File: src/rtl/store_pkg.sv
// Shared definitions for the MEM-stage store unit.
//   st_size_e     : store size encodings (byte/half/word/dword)
//   *_START/*_END : legal store address map (inclusive bounds)
//   TC_COUNT_OFS  : offset of the read-only count register inside a timer block
//   store_entry_t : one store-queue entry {addr, byteen, wdata}, sized for the
//                   widest legal configuration; narrower builds zero-extend
//   in_rgn        : inclusive address-range test
package store_pkg;

  typedef enum logic [1:0] {
    SZ_B = 2'b00,
    SZ_H = 2'b01,
    SZ_W = 2'b10,
    SZ_D = 2'b11
  } st_size_e;

  localparam logic [31:0] DM_START    = 32'h0000_0000;
  localparam logic [31:0] DM_END      = 32'h0000_2FFF;
  localparam logic [31:0] TC0_START   = 32'h0000_7F00;
  localparam logic [31:0] TC0_END     = 32'h0000_7F0B;
  localparam logic [31:0] TC1_START   = 32'h0000_7F10;
  localparam logic [31:0] TC1_END     = 32'h0000_7F1B;
  localparam logic [31:0] STALL_START = 32'h0000_7F20;
  localparam logic [31:0] STALL_END   = 32'h0000_7F23;
  localparam logic [31:0] TC_COUNT_OFS = 32'd8;

  localparam int unsigned ENT_ADDR_W = 64;
  localparam int unsigned ENT_DATA_W = 64;
  localparam int unsigned ENT_NB     = 8;

  typedef struct packed {
    logic [ENT_ADDR_W-1:0] addr;
    logic [ENT_NB-1:0]     byteen;
    logic [ENT_DATA_W-1:0] wdata;
  } store_entry_t;

  function automatic logic in_rgn(input logic [63:0] a, input logic [31:0] lo,
                                  input logic [31:0] hi);
    return (a >= 64'(lo)) && (a <= 64'(hi));
  endfunction

endpackage

File: src/rtl/store_align.sv
// Combinational store decode: size/lane -> lane-aligned byte enables and data,
// word-aligned address, and the AdES (store address exception) checks.
//   st_valid/st_size/st_addr/st_wdata : store request from MEM stage
//   al_addr   : st_addr with the lane bits cleared
//   al_byteen : byte enables for the addressed lanes
//   al_wdata  : right-justified data shifted into its lanes, other bits zero
//   exc_ades  : misaligned, oversize, unmapped or illegal peripheral store
module store_align
  import store_pkg::*;
#(
  parameter int DATA_W = 32,
  parameter int ADDR_W = 32
) (
  input  logic                  st_valid,
  input  logic [1:0]            st_size,
  input  logic [ADDR_W-1:0]     st_addr,
  input  logic [DATA_W-1:0]     st_wdata,
  output logic [ADDR_W-1:0]     al_addr,
  output logic [DATA_W/8-1:0]   al_byteen,
  output logic [DATA_W-1:0]     al_wdata,
  output logic                  exc_ades
);

  localparam int NB = DATA_W / 8;
  localparam int LB = $clog2(NB);
  localparam int unsigned DW = DATA_W;

  logic [3:0]        nbytes;
  logic [2:0]        amask;
  logic [LB-1:0]     lane;
  logic [15:0]       lane_mask;
  int unsigned       nbits;
  logic [DATA_W-1:0] data_mask;
  logic [63:0]       a64;
  logic              in_tc, in_cnt, in_any;
  logic              err_align, err_size, err_range, err_periph;

  always_comb begin
    nbytes    = 4'd1 << st_size;
    amask     = 3'(nbytes - 4'd1);
    lane      = st_addr[LB-1:0];
    lane_mask = ((16'd1 << nbytes) - 16'd1) << lane;
    al_byteen = lane_mask[NB-1:0];
    nbits     = 32'(nbytes) << 3;
    data_mask = (nbits >= DW) ? '1 : ((DATA_W'(1) << nbits) - DATA_W'(1));
    al_wdata  = (st_wdata & data_mask) << {lane, 3'b000};
    al_addr   = st_addr & ~ADDR_W'(NB - 1);

    a64    = 64'(st_addr);
    in_tc  = in_rgn(a64, TC0_START, TC0_END) | in_rgn(a64, TC1_START, TC1_END);
    in_any = in_rgn(a64, DM_START, DM_END) | in_tc | in_rgn(a64, STALL_START, STALL_END);
    in_cnt = in_rgn(a64, TC0_START + TC_COUNT_OFS, TC0_START + TC_COUNT_OFS + 32'd3)
           | in_rgn(a64, TC1_START + TC_COUNT_OFS, TC1_START + TC_COUNT_OFS + 32'd3);

    err_align  = (st_addr[2:0] & amask) != 3'd0;
    err_size   = (st_size_e'(st_size) == SZ_D) && (DATA_W == 32);
    err_range  = ~in_any;
    err_periph = (in_tc && (st_size_e'(st_size) != SZ_W)) || in_cnt;
    exc_ades   = st_valid & (err_align | err_size | err_range | err_periph);
  end

endmodule

File: src/rtl/store_queue.sv
// MEM-stage store queue: decodes stores (via store_align), buffers legal ones
// in a DEPTH-entry FIFO and drains the head over a req/ack bus handshake.
//   st_valid/st_size/st_addr/st_wdata, st_ready, exc_ades : MEM-stage side
//   ld_addr, ld_hazard : a pending store covers the load's word
//   mem_req/mem_addr/mem_byteen/mem_wdata, mem_ack : bus side (head entry)
//   empty : no pending stores
// Optional build macro STQ_MERGE_EN: a legal store to the same word as the
// newest (non-draining) entry is merged into it instead of taking a new slot.
module store_queue
  import store_pkg::*;
#(
  parameter int DATA_W = 32,
  parameter int ADDR_W = 32,
  parameter int DEPTH  = 4
) (
  input  logic                clk,
  input  logic                reset,
  input  logic                st_valid,
  input  logic [1:0]          st_size,
  input  logic [ADDR_W-1:0]   st_addr,
  input  logic [DATA_W-1:0]   st_wdata,
  output logic                st_ready,
  output logic                exc_ades,
  input  logic [ADDR_W-1:0]   ld_addr,
  output logic                ld_hazard,
  output logic                mem_req,
  output logic [ADDR_W-1:0]   mem_addr,
  output logic [DATA_W/8-1:0] mem_byteen,
  output logic [DATA_W-1:0]   mem_wdata,
  input  logic                mem_ack,
  output logic                empty
);

  localparam int NB = DATA_W / 8;
  localparam int LB = $clog2(NB);
  localparam int PW = $clog2(DEPTH);
  localparam logic [PW:0] PTR_MASK = (PW+1)'(DEPTH - 1);

  logic [ADDR_W-1:0] al_addr;
  logic [NB-1:0]     al_byteen;
  logic [DATA_W-1:0] al_wdata;

  store_align #(.DATA_W(DATA_W), .ADDR_W(ADDR_W)) u_align (
    .st_valid  (st_valid),
    .st_size   (st_size),
    .st_addr   (st_addr),
    .st_wdata  (st_wdata),
    .al_addr   (al_addr),
    .al_byteen (al_byteen),
    .al_wdata  (al_wdata),
    .exc_ades  (exc_ades)
  );

  store_entry_t    fifo [DEPTH];
  store_entry_t    new_ent, head_ent;
  logic [PW:0]     head, tail, count;
  logic [PW-1:0]   head_idx, tail_idx;
  logic            full, is_empty, push, pop;

  assign head_idx = head[PW-1:0];
  assign tail_idx = tail[PW-1:0];
  assign full     = (count == (PW+1)'(DEPTH));
  assign is_empty = (count == '0);
  assign pop      = ~is_empty & mem_ack;

  always_comb begin
    new_ent        = '0;
    new_ent.addr   = ENT_ADDR_W'(al_addr);
    new_ent.byteen = ENT_NB'(al_byteen);
    new_ent.wdata  = ENT_DATA_W'(al_wdata);
  end

`ifdef STQ_MERGE_EN
  logic [PW-1:0] last_idx;
  logic          merge;
  store_entry_t  merged;

  // count >= 2 guarantees the newest entry is not the head being offered
  assign last_idx = tail_idx - PW'(1);
  assign merge    = st_valid & ~exc_ades & (count >= (PW+1)'(2))
                  & (fifo[last_idx].addr == new_ent.addr);

  always_comb begin
    merged        = fifo[last_idx];
    merged.byteen = fifo[last_idx].byteen | new_ent.byteen;
    for (int unsigned b = 0; b < ENT_NB; b++)
      if (new_ent.byteen[b]) merged.wdata[8*b +: 8] = new_ent.wdata[8*b +: 8];
  end

  assign st_ready = ~full | merge;
  assign push     = st_valid & ~exc_ades & ~full & ~merge;
`else
  assign st_ready = ~full;
  assign push     = st_valid & ~exc_ades & ~full;
`endif

  // Entry storage is not reset; every reader is qualified by count.
  always_ff @(posedge clk) begin
    if (push) fifo[tail_idx] <= new_ent;
`ifdef STQ_MERGE_EN
    if (merge) fifo[last_idx] <= merged;
`endif
  end

  always_ff @(posedge clk) begin
    if (reset) begin
      head  <= '0;
      tail  <= '0;
      count <= '0;
    end else begin
      if (push) tail <= (tail + (PW+1)'(1)) & PTR_MASK;
      if (pop)  head <= (head + (PW+1)'(1)) & PTR_MASK;
      case ({push, pop})
        2'b10:   count <= count + (PW+1)'(1);
        2'b01:   count <= count - (PW+1)'(1);
        default: count <= count;
      endcase
    end
  end

  assign head_ent   = fifo[head_idx];
  assign mem_req    = ~is_empty;
  assign empty      = is_empty;
  assign mem_addr   = mem_req ? head_ent.addr[ADDR_W-1:0]   : '0;
  assign mem_byteen = mem_req ? head_ent.byteen[NB-1:0]     : '0;
  assign mem_wdata  = mem_req ? head_ent.wdata[DATA_W-1:0]  : '0;

  logic [PW-1:0] ofs;

  always_comb begin
    ld_hazard = 1'b0;
    ofs       = '0;
    for (int unsigned i = 0; i < DEPTH; i++) begin
      ofs = PW'(i) - head_idx;  // age of slot i relative to the head
      if (({1'b0, ofs} < count) &&
          ((fifo[i].addr[ADDR_W-1:0] >> LB) == (ld_addr >> LB)))
        ld_hazard = 1'b1;
    end
  end

endmodule

File: config.mk
export PLATFORM = sky130hd
export DESIGN_NAME = store_queue
export DESIGN_NICKNAME = d
export VERILOG_FILES = /design/src/rtl/store_pkg.sv /design/src/rtl/store_align.sv /design/src/rtl/store_queue.sv
export SDC_FILE = /design/constraint.sdc
export NUM_CORES = 1
export LEC_CHECK = 0
export ABC_AREA = 1
export BUFFER_PORTS_ARGS = -buffer_cell sky130_fd_sc_hd__buf_2
export CELL_PAD_IN_SITES_DETAIL_PLACEMENT = 2
export CELL_PAD_IN_SITES_GLOBAL_PLACEMENT = 2
export CORE_ASPECT_RATIO = 1.25
export CORE_MARGIN = 4
export CORE_UTILIZATION = 40
export DETAILED_ROUTE_END_ITERATION = 12
export GPL_ROUTABILITY_DRIVEN = 0
export HOLD_SLACK_MARGIN = 0.05
export PLACE_DENSITY = 0.89
export SLEW_MARGIN = 5
export SYNTH_ARGS = -nofsm -noshare
export SYNTH_HDL_FRONTEND = slang
export SYNTH_SLANG_ARGS = --single-unit
File: constraint.sdc
create_clock -name clk -period 6.97 [get_ports clk]
set_input_delay 0.3485 -clock clk [delete_from_list [all_inputs] [get_ports clk]]
set_output_delay 0.3485 -clock clk [all_outputs]
set_load 0.01 [all_outputs]
## Word level (Yosys, flattened, before mapping)

Memory sizes are Yosys's and may differ from the RTL's. A register that Yosys moved wholly into a read port is not among the register bits.
Cells that the tools add are included.

| storage, ports and cells | value |
|---|---|
| flip-flop bits (word level) | 7 |
| input bits | 102 |
| memories kept | 1 |
| memory bits (writable) | 264 |

Memories:

| memory | words | bits a word | read ports | clocked after memory_dff | write ports | RTL line | source |
|---|---|---|---|---|---|---|---|
| fifo | 4 | 66 | 5 | 1 | 1 | store_queue.sv:54 | `store_entry_t fifo [DEPTH];` |

| cells by class | value |
|---|---|
| mux-type cells | 13 |
| $lt $le $gt $ge | 14 |
| bitwise gates (word level) | 17 |
| shifts and indexed selects | 5 |
| equal/unequal tests | 9 |
| reduce and logical (&&, ||, !) cells | 14 |
| add/sub/neg operators | 11 |

Operators with widths:

| kind | count |
|---|---|
| $ge 32x15->1 const B | 5 |
| $eq 30x30->1 | 4 |
| $le 32x15->1 const B | 3 |
| $mux 32 | 3 |
| $and 32x32->32 | 1 |
| $le 32x14->1 const B | 1 |
| $shl 1x7->32 const A | 1 |
| $shl 32x5->32 | 1 |
| $sub 32x1->32 const B | 1 |
| $shl 1x4->16 const A | 1 |
| $shl 16x2->4 | 1 |
| $sub 16x1->16 const B | 1 |
| $lt 2x3->1 | 4 |
| $logic_and 1x1->1 | 10 |
| $ge 7x6->1 const B | 1 |
| $or 1x1->1 | 7 |
| $mux 1 | 6 |
| $pmux 3 s2 | 1 |
| $sub 3x1->3 const B | 2 |
| $add 2x1->2 const B | 2 |
| $and 1x1->1 | 4 |
| $eq 2x2->1 const B | 2 |
| $mux 2 | 2 |
| $mux 4 | 1 |
| 13 further kinds | 18 |

## Longest topological paths before layout

| logic depth | value |
|---|---|
| depth after elaboration | 14 |
| depth in mapped cells | 19 |
| depth with buffers taken out | 19 |

## Modules after synthesis

Synthesis repeated with hierarchy kept, for this count alone.

| unflattened totals | value |
|---|---|
| cell total of the unflattened synthesis | 1516 |
| area total of the unflattened synthesis | 14093.5 sq um |

Modules (own cells, without submodules):

| module | seq. area each (sq um) | times used | area each (sq um) | cells an instance |
|---|---|---|---|---|
| store_queue | 8348.0 | 1 | 12961.2 | 1291 |
| store_align | 0.0 | 1 | 1132.3 | 225 |

## Worst setup path after synthesis

OpenSTA, ideal clock, no wires.

| timing | value |
|---|---|
| path type | in2reg |
| start point | input port st_size[1] |
| end point | memory fifo[0][0] (netlist bit) (enable) |
| library setup time | 491 ps |
| stages on the path | 8 |
| arrival time | 4191 ps |
| setup slack | 2288 ps |
| required time | 6479 ps |
| cells stage by stage | nor2_1 clkinv_1 ha_1 o211a_1 nand3_1 inv_2 nand4_4 nor2_1 |

| on the way | value |
|---|---|
| word-level cells in the longest chain between the ends | 13 |

RTL lines:

| item | RTL line | source |
|---|---|---|
| from (decl) | store_queue.sv:19 | `input logic [1:0] st_size,` |
| $shl 1x2->4 | store_align.sv:39 | `nbytes = 4'd1 << st_size;` |
| $sub 3x1->3 | store_align.sv:40 | `amask = 3'(nbytes - 4'd1);` |
| $and 3x3->3 | store_align.sv:55 | `err_align = (st_addr[2:0] & amask) != 3'd0;` |
| $reduce_bool 3->1 | store_align.sv:55 |  |
| $or 1x1->1 (2 in a row) | store_align.sv:59 | `exc_ades = st_valid & (err_align \| err_size \| err_range \| err_periph);` |
| $or 1x1->1 (*) | store_align.sv:59 |  |
| $and 1x1->1 (*) | store_align.sv:59 |  |
| $not 1->1 (*) | store_queue.sv:94 | `assign push = st_valid & ~exc_ades & ~full;` |
| $and 1x1->1 (*) (2 in a row) | store_queue.sv:94 |  |
| $mux 1 (*) | store_queue.sv:99 | `if (push) fifo[tail_idx] <= new_ent;` |
| $mux 1 (implied by the code) (*) | store_queue.sv:99 |  |
| to (decl) | store_queue.sv:54 |  |

Every way passes the cells marked *; elsewhere a longest branch is shown, timed or not.

## Worst setup path in the final report

| timing | value |
|---|---|
| start point | input port st_addr[26] |
| end point | memory fifo[2][18] (netlist bit) (enable) |

| on the way | value |
|---|---|
| word-level cells in the longest chain between the ends | 14 |

RTL lines:

| item | RTL line | source |
|---|---|---|
| from (decl) | store_queue.sv:20 | `input logic [ADDR_W-1:0] st_addr,` |
| $ge 32x15->1 or $le 32x15->1 (tied branches) | store_pkg.sv:39 | `return (a >= 64'(lo)) && (a <= 64'(hi));` |
| $logic_and 1x1->1 | store_pkg.sv:39 |  |
| $or 1x1->1 | store_align.sv:50 | `in_tc = in_rgn(a64, TC0_START, TC0_END) \| in_rgn(a64, TC1_START, TC1_END);` |
| $or 1x1->1 (2 in a row) | store_align.sv:51 | `in_any = in_rgn(a64, DM_START, DM_END) \| in_tc \| in_rgn(a64, STALL_START, STALL_END);` |
| $not 1->1 | store_align.sv:57 | `err_range = ~in_any;` |
| $or 1x1->1 | store_align.sv:59 |  |
| $or 1x1->1 (*) | store_align.sv:59 |  |
| $and 1x1->1 (*) | store_align.sv:59 |  |
| $not 1->1 (*) | store_queue.sv:94 |  |
| $and 1x1->1 (*) (2 in a row) | store_queue.sv:94 |  |
| $mux 1 (*) | store_queue.sv:99 |  |
| $mux 1 (implied by the code) (*) | store_queue.sv:99 |  |

Marked as above.

==> impl_metrics.py <==
metrics = {
    "final_layout": {
        "areaGrowthSynthToFinish_pct": 18.42,
        "nFillCells": 3450,
        "final_nets": 1620,
        "final_cell_mix": "nor2_1 (300), edfxtp_1 (264), buf_2 (170)",
        "layout_commonest_cell": "nor2_1",
        "drive_gt1_share_pct": 16.56,
    },
    "logic_synthesis": {
        "syn-mean-instance-area_um2": 9.947,
        "synth.distinct_cells": 37,
        "synth_area_um2": 13300,
        "synth-seq-cells": 273,
        "yosys_warnings": 0,
        "synth-seq-area-share_pct": 60.97,
        "syn_inst": 1337,
    },
    "drt": {
        "vias": 10780,
        "ant_nets": 0,
        "post-route-drc-count": 0,
        "drt_iter0_markers": 771,
        "wl_per_cell_um": 23.89,
        "wl_mm": 46.56,
        "viasPerCell": 5.528,
        "dr.pass1.iters": 6,
    },
    "grt": {
        "grt_overflow": 0,
        "grt_pass1_wl_mm": 70.21,
        "grt_pass1_vias": 12010,
        "grt_max_degree": 79,
        "gr-usage-all-layers_pct": 25.07,
        "antenna_found_initial": 2,
    },
    "timing": {
        "rsz0062_at_grt": "false",
        "tightest_slew_ps": 1270,
        "drv_slew": 0,
        "layout_setup_ws_ps": 2831,
        "max_freq_mhz": 241.6,
        "maxSlewHeadroom_pct": 15.12,
        "period_share_pct": 59.38,
        "period_needed_ps": 4139,
        "fin_setup_tns_ps": 0,
        "finalSetupViolations": 0,
        "skew_ps": 20.88,
        "final_hold_viol_count": 0,
    },
    "floorplan": {
        "floorplan.initialDensity_pct": 40.57,
        "core_area_um2": 32780,
        "fp.dieH_um": 211.9,
        "ios": 175,
        "rows": 74,
        "die_x_um": 171.1,
        "die_area_um2": 36250,
    },
    "critical_path": {
        "worst_path_max_delay_cell": "nor2_4",
        "cp.arrival_ps": 4320,
        "crit_top_cell": "nand2_1",
        "path_buf_inv": 3,
        "endpoint_kind": "flop",
        "critPathKind": "input port to flop",
        "crit_fanout": 36,
        "critical_path.top_delay_family": "simple AND/OR/NAND/NOR gates",
        "start_kind": "input port",
        "path_cells": "dlygate4sd3_1, buf_2, nor2_1, nand2_1, nor2_1, nand2_1, nor2_1, nand2_1, nand2_1, nand2_1, nand4_2, nand4_4, nor2_4, buf_4",
        "critPathMaxStageDelay_ps": 1020,
        "worstPathRequired_ps": 7150,
    },
    "clock_network": {
        "clock-sinks": 273,
        "postCtsResizedCells": 0,
        "htreeDepth": 1,
        "max-clock-path-buffers": 3,
        "cts_root_buffer": "clkbuf_16",
        "tritoncts": "done",
        "path_clk_slew_ps": 60,
        "clkLatencyLatePin_ps": 570,
        "cts_buffers": 29,
    },
    "placed_design": {
        "preCtsSetupSlack_ps": 2878,
        "io_buffer_count": 170,
        "dpl.hpwl_mm": 29.40,
    },
    "outcome": {
        "status": "completed",
    },
    "power": {
        "p_per_area_nw_per_um2": 226.5,
        "vdd_drop_max_mv": 0.2193,
        "p_leak_nw": 5.926,
    },
    "flow_run": {
        "maxCapViolCount": 0,
    },
    "worst_hold_path": {
        "worstHoldPathType": "input port to flop",
    },
}
## sequential cells by signal, summed over array words and instances (netlist names), named ones only
signal,cells
count,3
tail,2
fifo,264
head,2
## cells in the mapped netlist, drive strengths merged
master	count	area [um^2]
o2111ai	4	35.03
o21ai	147	735.7
nor2	307	1170
dfxtp	9	180.2
a32oi	1	8.760
and2	1	7.510
edfxtp	264	7928
nand3b	1	7.510
xor2	32	280.3
nor3	15	75.07
o211ai	13	97.59
a31oi	2	12.51
or2	8	50.05
o211a	1	10.01
a21oi	112	560.5
nand2	126	483.0
fa	1	20.02
o221ai	8	70.07
clkbuf	50	187.7
nand4	23	165.2
nand3	20	100.1
conb	1	3.750
ha	11	137.6
xnor2	52	455.4
inv	96	360.3
clkinv	5	18.77
buf	18	82.57
nor4	9	56.30
## area by class of cell
class / instances / area (um^2) / area share (%)
Inverter: 101 / 381.6 / 2.423
Clock inverter: 13 / 126.4 / 0.8024
Multi-Input combinational cell: 896 / 4581 / 29.09
Timing Repair Buffer: 205 / 1179 / 7.484
Sequential cell: 273 / 8113 / 51.51
Antenna cell: 3 / 7.507 / 0.04767
Tap cell: 418 / 523.0 / 3.321
Clock buffer: 40 / 838.3 / 5.323
## where the power goes
part | internal, W | switching, W | total, W
Sequential | 0.00180 | 0.00000000519 | 0.00180
Combinational | 0.0000648 | 0.000125 | 0.000190
Clock | 0.000913 | 0.000662 | 0.00157
Total | 0.00278 | 0.000787 | 0.00357
## cell families (layout without fill, tap and decap cells)
logic type	count (synthesis)	after routing	share of synthesized area (%)
simple gates	510	510	15.90
buf+inv	169	359	4.883
xor+xnor	84	84	5.532
compound gates	288	288	11.51
flops	273	273	60.97
other cells	1	5	0.02820
fa+ha+maj	12	12	1.185
## path summary, 6_finish.rpt
check               from          end  slack (ps)  cells past startpoint
min reg2reg      head[1]      head[1]         550                      2
max reg2reg     count[0]  fifo[2][18]        3530                      5
min          st_addr[14]  fifo[1][48]          80                      1
max          st_addr[26]  fifo[2][18]        2830                     14
## metal layers
layer | up-vias | GRT usage, % | part of all wire (%)
li1 | 4931 | - | -
met1 | 5445 | 29.08 | 39
met2 | 306 | 47.44 | 53
met3 | 93 | 3.100 | 4.3
met4 | 0 | 8.281 | 3.4
met5 | - | 0 | 0
## per-stage QoR
stage	util, %	hold slack, ps	cell area (um^2)	total power [W]	instances
global placement	44.29	511.1	14520	0.001998	1867
floorplan	-	420.9	13300	0.001923	1338
detailed placement	44.29	528.5	14520	0.002010	1867
finish	48.05	81.24	15750	0.003567	1949
CTS	47.97	51.62	15720	0.003584	1944
global route	48.04	65.74	15750	0.003683	1948
## what timing repair did
item,CTS,global route
endpoints found under the hold margin,91,2
endpoints found under the setup margin,0,0
buffers inserted,0,0
hold buffers,24,2
Note: power is estimated with default switching activity, not from simulation.
